===== src/rtl/axi_lite_mem_responder_pkg.sv =====
// Shared types, response codes and address decode helper for the AXI4-Lite memory responder.
package axi_lite_mem_responder_pkg;

    localparam int unsigned ADDR_WIDTH = 32;
    localparam int unsigned DATA_WIDTH = 32;
    localparam int unsigned STRB_WIDTH = DATA_WIDTH / 8;

    localparam logic [1:0] RESP_OKAY   = 2'b00;
    localparam logic [1:0] RESP_SLVERR = 2'b10;

    typedef struct packed {
        logic [ADDR_WIDTH-1:0] addr;
        logic [2:0]            prot;
    } axi_lite_ax_t;

    typedef struct packed {
        logic [DATA_WIDTH-1:0] data;
        logic [STRB_WIDTH-1:0] strb;
    } axi_lite_w_t;

    typedef struct packed {
        logic [1:0] resp;
    } axi_lite_b_t;

    typedef struct packed {
        logic [DATA_WIDTH-1:0] data;
        logic [1:0]            resp;
    } axi_lite_r_t;

    typedef struct packed {
        axi_lite_ax_t aw;
        logic         aw_valid;
        axi_lite_w_t  w;
        logic         w_valid;
        logic         b_ready;
        axi_lite_ax_t ar;
        logic         ar_valid;
        logic         r_ready;
    } axi_lite_req_t;

    typedef struct packed {
        logic        aw_ready;
        logic        w_ready;
        axi_lite_b_t b;
        logic        b_valid;
        logic        ar_ready;
        axi_lite_r_t r;
        logic        r_valid;
    } axi_lite_resp_t;

    // Full byte address must fall below the size of the backing store.
    function automatic logic addr_in_range(input logic [63:0] addr,
                                           input int unsigned num_words,
                                           input int unsigned data_width);
        logic [63:0] limit;
        limit = 64'(num_words) * 64'(data_width / 8);
        return addr < limit;
    endfunction

endpackage


===== src/rtl/axi_lite_mem_responder_array.sv =====
// Byte-enable register array: combinational read (old data on collision), synchronous clear.
module axi_lite_mem_responder_array #(
    parameter int unsigned NumWords  = 16,
    parameter int unsigned DataWidth = 32,
    localparam int unsigned STRB_WIDTH = DataWidth / 8,
    localparam int unsigned IDX_WIDTH  = (NumWords > 1) ? $clog2(NumWords) : 1
) (
    input  logic                  clk,
    input  logic                  rst,
    input  logic                  we,
    input  logic [IDX_WIDTH-1:0]  waddr,
    input  logic [DataWidth-1:0]  wdata,
    input  logic [STRB_WIDTH-1:0] wstrb,
    input  logic [IDX_WIDTH-1:0]  raddr,
    output logic [DataWidth-1:0]  rdata_c
);

    logic [DataWidth-1:0] mem [NumWords];

    always_ff @(posedge clk) begin
        if (rst) begin
            for (int unsigned i = 0; i < NumWords; i++) begin
                mem[i] <= '0;
            end
        end else if (we && (32'(waddr) < NumWords)) begin
            for (int unsigned b = 0; b < STRB_WIDTH; b++) begin
                if (wstrb[b]) begin
                    mem[waddr][b*8 +: 8] <= wdata[b*8 +: 8];
                end
            end
        end
    end

    // Read sees the pre-edge contents, so a same-edge write is not forwarded.
    always_comb begin
        rdata_c = '0;
        if (32'(raddr) < NumWords) begin
            rdata_c = mem[raddr];
        end
    end

endmodule


===== src/rtl/axi_lite_mem_responder.sv =====
// AXI4-Lite subordinate terminating a req/resp struct bus onto a small byte-strobed register array.
module axi_lite_mem_responder
    import axi_lite_mem_responder_pkg::*;
#(
    parameter int unsigned AddrWidth = 32,
    parameter int unsigned DataWidth = 32,
    parameter int unsigned NumWords  = 16,
    parameter type         req_t     = axi_lite_req_t,
    parameter type         resp_t    = axi_lite_resp_t
) (
    input  logic  clk_i,
    input  logic  rst_i,
    input  req_t  slv_req_i,
    output resp_t slv_resp_o
);

    localparam int unsigned STRB_WIDTH = DataWidth / 8;
    localparam int unsigned OFF        = $clog2(STRB_WIDTH);
    localparam int unsigned IDX_WIDTH  = (NumWords > 1) ? $clog2(NumWords) : 1;

    logic                  aw_full_q, aw_full_d;
    logic [AddrWidth-1:0]  aw_addr_q, aw_addr_d;
    logic                  w_full_q, w_full_d;
    logic [DataWidth-1:0]  w_data_q, w_data_d;
    logic [STRB_WIDTH-1:0] w_strb_q, w_strb_d;
    logic                  b_valid_q, b_valid_d;
    logic [1:0]            b_resp_q, b_resp_d;
    logic                  r_valid_q, r_valid_d;
    logic [DataWidth-1:0]  r_data_q, r_data_d;
    logic [1:0]            r_resp_q, r_resp_d;

    logic                  commit_c;
    logic                  wr_in_range_c;
    logic                  rd_in_range_c;
    logic                  ar_ready_c;
    logic [AddrWidth-1:0]  ar_addr_c;
    logic [IDX_WIDTH-1:0]  wr_idx_c;
    logic [IDX_WIDTH-1:0]  rd_idx_c;
    logic [DataWidth-1:0]  rd_word_c;
    logic                  unused_prot;

    assign unused_prot = ^{slv_req_i.aw.prot, slv_req_i.ar.prot};

    assign ar_addr_c     = AddrWidth'(slv_req_i.ar.addr);
    assign commit_c      = aw_full_q && w_full_q && !b_valid_q;
    assign wr_in_range_c = addr_in_range(64'(aw_addr_q), NumWords, DataWidth);
    assign rd_in_range_c = addr_in_range(64'(ar_addr_c), NumWords, DataWidth);
    assign ar_ready_c    = !r_valid_q || slv_req_i.r_ready;
    assign wr_idx_c      = IDX_WIDTH'(aw_addr_q >> OFF);
    assign rd_idx_c      = IDX_WIDTH'(ar_addr_c >> OFF);

    axi_lite_mem_responder_array #(
        .NumWords  (NumWords),
        .DataWidth (DataWidth)
    ) u_array (
        .clk     (clk_i),
        .rst     (rst_i),
        .we      (commit_c && wr_in_range_c),
        .waddr   (wr_idx_c),
        .wdata   (w_data_q),
        .wstrb   (w_strb_q),
        .raddr   (rd_idx_c),
        .rdata_c (rd_word_c)
    );

    // Next-state for the AW/W buffers, B response and the single-slot R pipeline.
    always_comb begin
        aw_full_d = aw_full_q;
        aw_addr_d = aw_addr_q;
        w_full_d  = w_full_q;
        w_data_d  = w_data_q;
        w_strb_d  = w_strb_q;
        b_valid_d = b_valid_q;
        b_resp_d  = b_resp_q;
        r_valid_d = r_valid_q;
        r_data_d  = r_data_q;
        r_resp_d  = r_resp_q;

        if (slv_req_i.aw_valid && !aw_full_q) begin
            aw_full_d = 1'b1;
            aw_addr_d = AddrWidth'(slv_req_i.aw.addr);
        end
        if (slv_req_i.w_valid && !w_full_q) begin
            w_full_d = 1'b1;
            w_data_d = DataWidth'(slv_req_i.w.data);
            w_strb_d = STRB_WIDTH'(slv_req_i.w.strb);
        end

        // Commit needs both buffers full and the B slot free.
        if (b_valid_q && slv_req_i.b_ready) begin
            b_valid_d = 1'b0;
        end
        if (commit_c) begin
            aw_full_d = 1'b0;
            w_full_d  = 1'b0;
            b_valid_d = 1'b1;
            b_resp_d  = wr_in_range_c ? RESP_OKAY : RESP_SLVERR;
        end

        if (slv_req_i.ar_valid && ar_ready_c) begin
            r_valid_d = 1'b1;
            r_data_d  = rd_in_range_c ? rd_word_c : '0;
            r_resp_d  = rd_in_range_c ? RESP_OKAY : RESP_SLVERR;
        end else if (slv_req_i.r_ready) begin
            r_valid_d = 1'b0;
        end
    end

    always_ff @(posedge clk_i) begin
        if (rst_i) begin
            aw_full_q <= 1'b0;
            aw_addr_q <= '0;
            w_full_q  <= 1'b0;
            w_data_q  <= '0;
            w_strb_q  <= '0;
            b_valid_q <= 1'b0;
            b_resp_q  <= RESP_OKAY;
            r_valid_q <= 1'b0;
            r_data_q  <= '0;
            r_resp_q  <= RESP_OKAY;
        end else begin
            aw_full_q <= aw_full_d;
            aw_addr_q <= aw_addr_d;
            w_full_q  <= w_full_d;
            w_data_q  <= w_data_d;
            w_strb_q  <= w_strb_d;
            b_valid_q <= b_valid_d;
            b_resp_q  <= b_resp_d;
            r_valid_q <= r_valid_d;
            r_data_q  <= r_data_d;
            r_resp_q  <= r_resp_d;
        end
    end

    // Handshake outputs are held low for the whole reset window.
    always_comb begin
        slv_resp_o = '0;
        if (!rst_i) begin
            slv_resp_o.aw_ready = !aw_full_q;
            slv_resp_o.w_ready  = !w_full_q;
            slv_resp_o.b_valid  = b_valid_q;
            slv_resp_o.b.resp   = b_resp_q;
            slv_resp_o.ar_ready = ar_ready_c;
            slv_resp_o.r_valid  = r_valid_q;
            slv_resp_o.r.data   = r_data_q;
            slv_resp_o.r.resp   = r_resp_q;
        end
    end

endmodule


===== config.mk =====
export PLATFORM = sky130hd
export DESIGN_NAME = axi_lite_mem_responder
export DESIGN_NICKNAME = d
export VERILOG_FILES = /design/src/rtl/axi_lite_mem_responder_pkg.sv /design/src/rtl/axi_lite_mem_responder_array.sv /design/src/rtl/axi_lite_mem_responder.sv
export SDC_FILE = /design/constraint.sdc
export NUM_CORES = 1
export LEC_CHECK = 0
export ABC_AREA = 1
export CAP_MARGIN = 20
export CELL_PAD_IN_SITES_DETAIL_PLACEMENT = 0
export CELL_PAD_IN_SITES_GLOBAL_PLACEMENT = 1
export CORE_UTILIZATION = 47
export CTS_BUF_LIST = sky130_fd_sc_hd__clkbuf_4 sky130_fd_sc_hd__clkbuf_8 sky130_fd_sc_hd__clkbuf_16
export CTS_CLUSTER_DIAMETER = 200
export DETAILED_ROUTE_END_ITERATION = 8
export PLACE_DENSITY_LB_ADDON = 0.05
export SETUP_SLACK_MARGIN = 0.02
export SLEW_MARGIN = 0
export SYNTH_ARGS = -nofsm -noshare
export SYNTH_HDL_FRONTEND = slang
export SYNTH_SLANG_ARGS = --single-unit

===== constraint.sdc =====
create_clock -name clk_i -period 2.57 [get_ports clk_i]
set_input_delay 0.514 -clock clk_i [delete_from_list [all_inputs] [get_ports clk_i]]
set_output_delay 0.514 -clock clk_i [all_outputs]
set_load 0.01 [all_outputs]

==> metrics.txt, run 1 <==
Max-slew headroom 48.7%; Largest stage delay, worst path ~0.30 ns; Die ar. approximately 60000 um^2; cell leakage power 12.1 nW; Synth Instances between 2000 and 3000; critical path depth in cells 9; vias post-DR between 20000 and 25000; hold_sp aw_addr_q[24]; Yosys Warn Count 0; Buf/Inv on CP 3; core area a little under 60000 um^2; worst min path class reg -> reg; worst-margin pin slew about 0.76 ns; largest net degree at the start of global routing between 100 and 150; Resized cells post-CTS 0; Synth Flop Type edfxtp_1; post-synth top area share between 50% and 60%; crit-path cells or2_1 -> nor3_1 -> nand2_1 -> nor2_4 -> buf_12 -> buf_4 -> nand3_4 -> nand2_1 -> buf_4; drt via density 5.35; Max VDD drop approximately 0.43 mV; clk_lat worst skew approximately 0.6 ns; Top Ports ~150; clock sink count slightly above 600; setup violators final 0; Worst EP required 2.87 ns; NumNets Final roughly 3200; worst setup path start aw_addr_q[22]; starting density of the core approximately 48%; Fin Setup TNS 0 ns; ratio of cells with drive above 1 in the final layout 9.96%; PwrDens 697 nW/um^2; number of global-route vias before repair 19800; crit path kind reg -> reg; Wirelength per Cell 19.3 um; Post-synth ARST share 0%; Crit Path Max Fanout 28; initial antenna violation count 4; number of enable flip-flop cells after synthesis 512; Avg Inst Size Synth 9.54 um^2; Max Root-Sink Buffers 3; Fin. Hold Viols 0; post-detailed-route count of antenna-violating nets 0; Hold Path Depth 2; PortBufs 141; total track usage between 20% and 30%; grt total ovfl 0; period utilization around 90%; fin. max-slew vios 0; filler cell count slightly above 5000; critical path's top delay family simple AND/OR/NAND/NOR gates; minimum clock period between 2 and 2.5 ns; Clock transition at path regs roughly 0.06 ns; area grow syn2layout 18.0%; Post-Route Utilization between 50% and 60%; top cells by area, synth edfxtp_1 (56%), nand2_1 (9.1%), nand3_1 (8.9%); H-tree Lvls 3; GP Congestion 0.823; clock root buffer clkbuf_16; Seq cells post-synth roughly 600; die height 245 um; CP arrival ~2.6 ns; crit end category flip-flop; CTS Hold Bufs 0; Post-CTS Setup Bufs 0; routed wire length roughly 74 mm; worst reg2reg path depth 9; num rows approximately 90; synthesized area about 28000 um^2; first-pass GRT wire length ~110 mm; Worst Skew approximately 0.017 ns; Worst path slowest cell dfxtp_1; DP HPWL roughly 48 mm; DRT iter0 DRCs around 1600; Reg-to-Reg Start aw_addr_q[22]; 1st-pass router iterations 7; Max Clk Rate 433 MHz; Seq/Total Area, Yosys a little over three fifths; max-cap violations 0; Die X ~240 um; TritonCTS buffer count 69; unique cell type count in the Yosys netlist 25; status complete, no violations; CTS tree yes; CP startpoint kind flip-flop; post-synth top area cell edfxtp_1; RSZ-0062 raised after global routing no; # DRC 0
[cells in the final DEF (no fill, tap or decap)]
cell	n
a21oi_1	46
and2_0	1
buf_12	25
buf_2	3
buf_4	93
buf_6	1
clkbuf_16	74
clkbuf_4	26
clkbuf_8	7
clkdlybuf4s50_1	136
clkinv_1	39
clkinv_2	10
clkinvlp_4	1
conb_1	2
dfxtp_1	104
diode_2	1
edfxtp_1	512
inv_1	69
inv_2	2
inv_4	2
inv_6	1
nand2_1	670
nand3_1	489
nand3_2	8
nand3_4	49
nor2_1	646
nor2_2	1
nor2_4	5
nor3_1	2
o21ai_0	67
o22ai_1	1
or2_1	1
[worst register-to-register path, cell delays in order (launching register included)]
cell,delay [ns]
dfxtp_1,0.30
or2_1,0.22
nor3_1,0.18
nand2_1,0.13
nor2_4,0.12
buf_12,0.27
buf_4,0.32
nand3_4,0.18
nand2_1,0.14
buf_4,0.17
[power by group]
part / total, mW / internal [mW] / switching, mW
sequential: 11.2 / 11.1 / 0.108
clock: 9.60 / 5.74 / 3.87
combinational: 1.91 / 0.572 / 1.33
[worst paths after layout]
path / slack (ns) / end
hold / removal: 0.45 / aw_addr_q[24]
setup reg to reg: 0.26 / u_array.mem[0][30]
setup / recovery: 0.26 / u_array.mem[0][30]
hold reg to reg: 0.45 / aw_addr_q[24]
[synth_stat cells (3+ instances only)]
cell,instances
a21oi_1,46
buf_1,18
buf_2,22
buf_4,6
buf_8,5
clkbuf_1,134
clkinv_1,34
dfxtp_1,104
edfxtp_1,512
inv_1,72
nand2_1,670
nand3_1,489
nand3_2,8
nand3_4,49
nor2_1,647
nor2_2,3
o21ai_0,67
[routing by layer]
metal  part of all wire (%)  track usage [%]  wire [um]  vias up
met5                  0.059                0         44        -
met4                    2.4             8.05       1810        6
met3                    6.1             3.94       4550      118
met2                     48             41.4      35600      635
met1                     44             34.1      32300     9891
li1                       -                -          -     9995
[through the flow]
step                total power [mW]  instances  setup slack (ns)  hold slack (ns)  instance area, um^2
detailed placement              13.4       3734             0.180            0.446                30400
floorplan                       12.5       2898             0.536            0.429                27700
global placement                13.3       3734             0.233            0.441                30400
CTS                             22.9       3858             0.225            0.428                32600
finish                          22.8       3859             0.262            0.451                32600
global route                    23.5       3858            0.0357            0.464                32600
[final cells by class]
class                   count  area [um^2]  area share (%)
clock inverters            17         80.1           0.245
inverters                 107          412            1.26
repair buffers            258         2590            7.93
multi-input cells        1988         8990            27.6
well taps                 765          957            2.93
diodes                      1         2.50         0.00767
clock buffers             107         2140            6.57
flip-flops and latches    616        17500            53.5
[state kept, by name (all words and copies together) (netlist names)]
signal,count
b_valid_q,1
r_valid_q,1
w_data_q,32
w_full_q,1
b_resp_q,1
r_resp_q,1
r_data_q,32
w_strb_q,4
u_array.mem,512
aw_full_q,1
aw_addr_q,30
[cell families after synthesis]
logic type,after synthesis,share of synthesized area (%)
simple gates,1872,30.4
flops,616,63.1
buf+inv,294,4.43
compound gates,114,2.07
other cells,1,0.0136
No activity file was read; power rests on OpenSTA's default activity.
==> run 2: changes to the inputs <==
--- a/config.mk
+++ b/config.mk
@@ -9,10 +9,11 @@
 export CAP_MARGIN = 20
 export CELL_PAD_IN_SITES_DETAIL_PLACEMENT = 0
 export CELL_PAD_IN_SITES_GLOBAL_PLACEMENT = 1
-export CORE_UTILIZATION = 47
+export CORE_UTILIZATION = 39
 export CTS_BUF_LIST = sky130_fd_sc_hd__clkbuf_4 sky130_fd_sc_hd__clkbuf_8 sky130_fd_sc_hd__clkbuf_16
 export CTS_CLUSTER_DIAMETER = 200
 export DETAILED_ROUTE_END_ITERATION = 8
+export GPL_TIMING_DRIVEN = 0
 export PLACE_DENSITY_LB_ADDON = 0.05
 export SETUP_SLACK_MARGIN = 0.02
 export SLEW_MARGIN = 0
==> run 2 against run 1 <==
  * Sequential share of layout area is 0.45 points lower
  * The flow now finishes with violations (negative setup slack)
  * Clock power up 8%
  * Wire length is 38% higher
  * Critical path type is now in -> reg
  * Utilization is 9.4 points lower
  * Global-route usage rose by 3.5 points
  * Highest routed layer unchanged
==> metrics.txt, run 2 (synthesis results as in run 1) <==
Worst Skew 0.0115 ns (-0.00552 ns); most common cell after layout, fill and taps aside nand2_1; Hold Path End aw_addr_q[24]; crit end category flip-flop; area grow syn2layout 19.0%; DP Worst Slack -1.21 ns (-1.39 ns); Crit Path Max Fanout 10 (-64%); RSZ-0062 raised after global routing yes; starting density of the core 39.4% (-8.3 points); max-cap violations 0 (unchanged); worst-margin pin slew 1.15 ns (+0.382 ns); GP Congestion 0.875 (+6.4%); clock root buffer clkbuf_16; worst min path class reg -> reg; CP startpoint kind primary input; Clock transition at path regs 0.06 ns (about the same); Max Root-Sink Buffers 3 (unchanged); Max VDD drop 0.362 mV (-16%); PwrDens 724 nW/um^2 (+3.8%); Top Ports 154 (unchanged); TritonCTS buffer count 70 (+1.4%); fin cells 4110 (+6.5%); PortBufs 139 (-1.4%); commonest cells after routing, fill and taps aside nand2_1 (637), nor2_1 (636), edfxtp_1 (512); Max-slew headroom 23.3% (-25 points); Hold Path Depth 2 (unchanged); fin. max-slew vios 0 (unchanged); num rows 97 (+10%); hold_sp aw_addr_q[24]; Fin. Hold Viols 0 (unchanged); setup violators final 35 (+35); multi-input logic area 9130 um^2 (+1.5%); post-detailed-route count of antenna-violating nets 0 (unchanged); clock sink count 616 (unchanged); die height 268 um (+9.7%); failing checks negative setup slack; vias post-DR 22000 (+6.7%); dpl cells 3979 (+6.6%); Die ar. 72000 um^2 (+20%); 1st-pass router iterations 5 (-2); H-tree Lvls 3 (unchanged); CTS tree yes; minimum clock period 2.63 ns (+0.319 ns); routed wire length 102 mm (+38%); Wirelength per Cell 24.9 um (+29%); Max Clk Rate 381 MHz (-12%); Reg area 17500 um^2 (unchanged); clk_lat worst skew 0.62 ns (+0.02 ns); setup ws final -0.0568 ns (-0.319 ns); initial antenna violation count 3 (-1); # DRC 0 (unchanged); Worst R2R End u_array.mem[10][12]; DRT iter0 DRCs 2251 (+37%); filler cell count 6823 (+32%); Worst EP required 2.79 ns (-0.08 ns); Reg with most FFs u_array.mem; total track usage 28.7% (+3.5 points); max reg flops 512 (unchanged); Reg-to-Reg Start aw_addr_q[2]; worst reg2reg path depth 5 (-4); Die X 268 um (+9.7%); drt via density 5.36 (+0.21%); NumNets Final 3225 (+2.3%); biggest regs u_array.mem (512), r_data_q (32), w_data_q (32); DP HPWL 72.1 mm (+51%); CP arrival 2.85 ns (+0.24 ns); status complete, but fails checks; CTS Hold Bufs 0 (unchanged); cell leakage power 12.0 nW (-0.41%); first-pass GRT wire length 145 mm (+27%); WHS 0.461 ns (+0.00960 ns); Register-to-Register Setup Slack 0.07 ns (-0.19 ns); core area 70100 um^2 (+21%); number of global-route vias before repair 21200 (+7.1%); total power 23.8 mW (+4.7%); crit path kind in -> reg; ANT cells 0 (-1); largest net degree at the start of global routing 15 (-89%); period utilization 102% (+12 points); grt total ovfl 0 (unchanged); ratio of cells with drive above 1 in the final layout 9.53% (-0.43 points)
run 2: worst max path at each step:
stage	startpoint	endpoint	slack (ns)	depth (start not counted)
final	rst_i	u_array.mem[14][16]	-0.06	5
after global placement	rst_i	r_data_q[30]	-1.33	6
after global routing	aw_addr_q[22]	u_array.mem[14][16]	-0.03	8
after floorplan	rst_i	u_array.mem[4][0]	0.54	5
after detailed placement	rst_i	u_array.mem[10][12]	-1.21	5
after CTS	aw_addr_q[2]	u_array.mem[10][12]	0.02	5
run 2: layer usage:
| layer | global-route usage [%] | vias to the layer above | wire, um |
|---|---|---|---|
| li1 | - | 10100 | - |
| met1 | 38.8 | 10800 | 43400 |
| met2 | 45.3 | 934 | 46600 |
| met3 | 6.13 | 193 | 8450 |
| met4 | 10.3 | 4 | 3740 |
| met5 | 0 | - | 24 |
run 2: repair_timing:
action                     CTS  global route
resized for setup           49            67
setup buffers                0             0
setup endpoints to repair  563           289
run 2: critical path, cell delays in order:
cell	delay (ns)
clkdlybuf4s15_2	0.29
inv_1	0.32
clkbuf_1	0.40
buf_1	0.75
nand2_1	0.55
run 2: where the power goes:
part           total, mW  switching, mW  leakage, nW  internal [mW]
combinational       2.13           1.60         4.68          0.530
sequential          11.2          0.111         6.15           11.1
clock               10.4           4.18         1.20           6.27
run 2: layout make-up:
class,count,area share (%)
Sequential cell,616,53.1
Multi-Input combinational cell,1988,27.7
Clock buffer,101,6.32
Timing Repair Buffer,142,4.41
Tap cell,940,3.57
Buffer,187,2.72
Inverter,107,1.22
Clock inverter,29,0.954
run 2: stage by stage:
| stage | setup TNS [ns] | instance area, um^2 | utilization, % |
|---|---|---|---|
| final | -0.766 | 32900 | 46.9 |
| after global routing | -0.413 | 32900 | 46.9 |
| after CTS | 0 | 32800 | 46.7 |
| after detailed placement | -549.66 | 30300 | 43.1 |
| after global placement | -550.79 | 30200 | 43.1 |
| after floorplan | 0 | 27700 | - |
==> run 3: changes to the inputs <==
--- a/config.mk
+++ b/config.mk
@@ -5,15 +5,14 @@
 export SDC_FILE = /design/constraint.sdc
 export NUM_CORES = 1
 export LEC_CHECK = 0
-export ABC_AREA = 1
 export CAP_MARGIN = 20
 export CELL_PAD_IN_SITES_DETAIL_PLACEMENT = 0
 export CELL_PAD_IN_SITES_GLOBAL_PLACEMENT = 1
+export CORE_ASPECT_RATIO = 1.75
 export CORE_UTILIZATION = 39
 export CTS_BUF_LIST = sky130_fd_sc_hd__clkbuf_4 sky130_fd_sc_hd__clkbuf_8 sky130_fd_sc_hd__clkbuf_16
 export CTS_CLUSTER_DIAMETER = 200
 export DETAILED_ROUTE_END_ITERATION = 8
-export GPL_TIMING_DRIVEN = 0
 export PLACE_DENSITY_LB_ADDON = 0.05
 export SETUP_SLACK_MARGIN = 0.02
 export SLEW_MARGIN = 0
==> run 3 against run 2 <==
  * The run now ends clean
  * Utilization is 0.73 points higher
  * Clock-buffer cell count is 14 lower
  * Final cell count is 16% lower
  * Non-clock buffer count is 3 lower
  * Sequential power hardly changed
  * First-iteration DRC count is 49% lower
  * Synthesized cell count is 20% lower
  * Sequential share of layout area is 0.21 points higher
  * Largest power group unchanged
  * Highest routed layer unchanged
==> metrics.txt, run 3 <==
status complete, no violations; Worst EP required 2.06 ns (-0.73 ns); count leader, synth nor2_1; Avg Inst Size Synth 11.8 um^2 (+23%); grt total ovfl 0 (unchanged); CTS Hold Bufs 0 (unchanged); die height 352 um (+31%); worst-margin pin slew 0.734 ns (-0.412 ns); max-cap violations 0 (unchanged); post-synth top area share 56.4% (+0.76 points); Yosys Warn Count 0 (unchanged); P_sw 4.85 mW (-18%); # DRC 0 (unchanged); area grow syn2layout 20.1%; Post-Route Utilization 47.6% (+0.73 points); ANT cells 0 (unchanged); top cells by area, synth edfxtp_1 (56%), dfxtp_1 (7.6%), mux2i_1 (7.3%); number of global-route vias before repair 19200 (-9.5%); post-synth top area cell edfxtp_1; Post-CTS Setup Bufs 0 (unchanged); cell leakage power 11.5 nW (-4.2%); minimum clock period 2.44 ns (-0.187 ns); Top Ports 154 (unchanged); P_int 17.2 mW (-4.2%); most common cell after layout, fill and taps aside nor2_1; largest net degree at the start of global routing 65 (+50); NumNets Final 2596 (-20%); core area 68800 um^2 (-1.9%); setup violators final 0 (-100%); worst min path class in -> reg; Post-synth ARST share 0% (unchanged); num rows 127 (+31%); share of power burned in registers 51.0% (+3.8 points); Worst Skew 0.0164 ns (+0.00488 ns); PortBufs 141 (+1.4%); clk_lat worst skew 0.63 ns (about the same); crit end category output port; Die ar. 71000 um^2 (-1.3%); Clk pwr share 41.7% (-2.1 points); period utilization 94.9% (-7.3 points); Fin Setup TNS 0 ns (+0.766 ns); Crit Path Max Fanout 24 (+14); Die X 202 um (-25%); post-detailed-route count of antenna-violating nets 0 (unchanged); drt via density 5.39 (+0.62%); CP arrival 1.93 ns (-0.92 ns); Max Root-Sink Buffers 3 (unchanged); crit path kind in -> out; Fin. Hold Viols 0 (unchanged); fin. max-slew vios 0 (unchanged); Seq/Total Area, Yosys 64.0% (+0.86 points); Max-slew headroom 51.0% (+28 points); Synth Instances 2317 (-20%); clock root buffer clkbuf_16; H-tree Lvls 2 (-1); DRT iter0 DRCs 1154 (-49%); Seq cells post-synth 616 (unchanged); vias post-DR 18500 (-16%); Max VDD drop 0.466 mV (+29%); routed wire length 81.7 mm (-20%); synthesized area 27300 um^2 (-1.3%); commonest cells after routing, fill and taps aside nor2_1 (528), edfxtp_1 (512), mux2i_1 (200); initial antenna violation count 2 (-1); Wirelength per Cell 23.8 um (-4.3%); biggest regs u_array.mem (512), r_data_q (32), w_data_q (32); Clock transition at path regs 0.06 ns (about the same); number of enable flip-flop cells after synthesis 512 (unchanged); unique cell type count in the Yosys netlist 46 (+84%); Combinational Power Share 7.4% (-1.6 points); starting density of the core 39.6% (+0.23 points); CTS tree yes; RSZ-0062 raised after global routing no; CP startpoint kind primary input; GP Congestion 0.816 (-6.8%); Synth Flop Type edfxtp_1; Reg with most FFs u_array.mem; PwrDens 672 nW/um^2 (-7.2%); total track usage 23.3% (-5.4 points); ratio of cells with drive above 1 in the final layout 17.7% (+8.1 points); clock sink count 616 (unchanged); max reg flops 512 (unchanged); Max Clk Rate 410 MHz (+7.7%); switching share of power 22.0% (-2.7 points); TritonCTS buffer count 57 (-19%); first-pass GRT wire length 121 mm (-17%); 1st-pass router iterations 5 (unchanged); Commonest cells post-synth nor2_1 (529), edfxtp_1 (512), mux2i_1 (200), nand2_1 (200), clkbuf_1 (147); DP HPWL 55.8 mm (-23%)
[run 3: logic make-up after synthesis]
logic type | count (synthesis) | share of synthesized area (%)
other cells | 1 | 0.0137
flops | 616 | 64.0
buf+inv | 223 | 3.68
compound gates | 358 | 9.00
mux | 257 | 9.73
simple gates | 862 | 13.6
[run 3: critical path, stage by stage]
cell	delay (ns)
buf_6	0.19
buf_4	0.20
buf_4	0.16
nor2b_1	0.24
clkdlybuf4s50_1	0.59
[run 3: what timing repair did]
item | 4_1_cts | 5_1_grt
hold endpoints to repair | 0 | 0
gates cloned | 0 | 0
endpoints found under the setup margin | 1 | 2
gates resized for setup | 1 | 2
[run 3: path summary, 6_finish.rpt]
| kind | cells after the start | from | to | slack (ns) |
|---|---|---|---|---|
| min reg2reg | 2 | w_data_q[30] | w_data_q[30] | 0.45 |
| min | 2 | rst_i | aw_addr_q[26] | 0.26 |
| max reg2reg | 5 | aw_addr_q[31] | u_array.mem[0][24] | 0.20 |
| max | 5 | rst_i | slv_resp_o[7] | 0.13 |
[run 3: cell type report]
class / count / area (um^2)
sequential: 616 / 17500
clock buffer: 87 / 1750
tap: 903 / 1130
fill: 6312 / 36000
multi-input combinational: 1479 / 8850
timing repair buffer: 326 / 3290
inverter: 3 / 11.3
clock inverter: 21 / 280
[run 3: stage by stage]
step	setup WS (ns)	cells	hold WS (ns)	instance area (um^2)	power (mW)
after global routing	0.0491	3435	0.232	32800	22.7
final	0.130	3435	0.262	32800	22.0
after detailed placement	0.0191	3327	0.448	30700	13.1
after CTS	0.0316	3435	0.220	32800	22.2
after global placement	0.0342	3327	0.443	30700	13.1
after floorplan	0.430	2318	0.436	27300	12.3
[run 3: power by group through the flow]
| stage | logic [mW] | clock network (mW) | registers (mW) |
|---|---|---|---|
| finish | 1.62 | 9.18 | 11.2 |
| CTS | 1.64 | 9.37 | 11.2 |
| floorplan | 0.917 | 0 | 11.4 |
| global route | 1.74 | 9.70 | 11.3 |
| global placement | 1.63 | 0 | 11.4 |
| detailed placement | 1.64 | 0 | 11.4 |
[run 3: metal layers]
metal  share of wire, %  GRT usage [%]
met5             0.0098              0
met4                4.2           10.1
met3                5.0           3.43
met2                 54           44.1
met1                 37           25.5
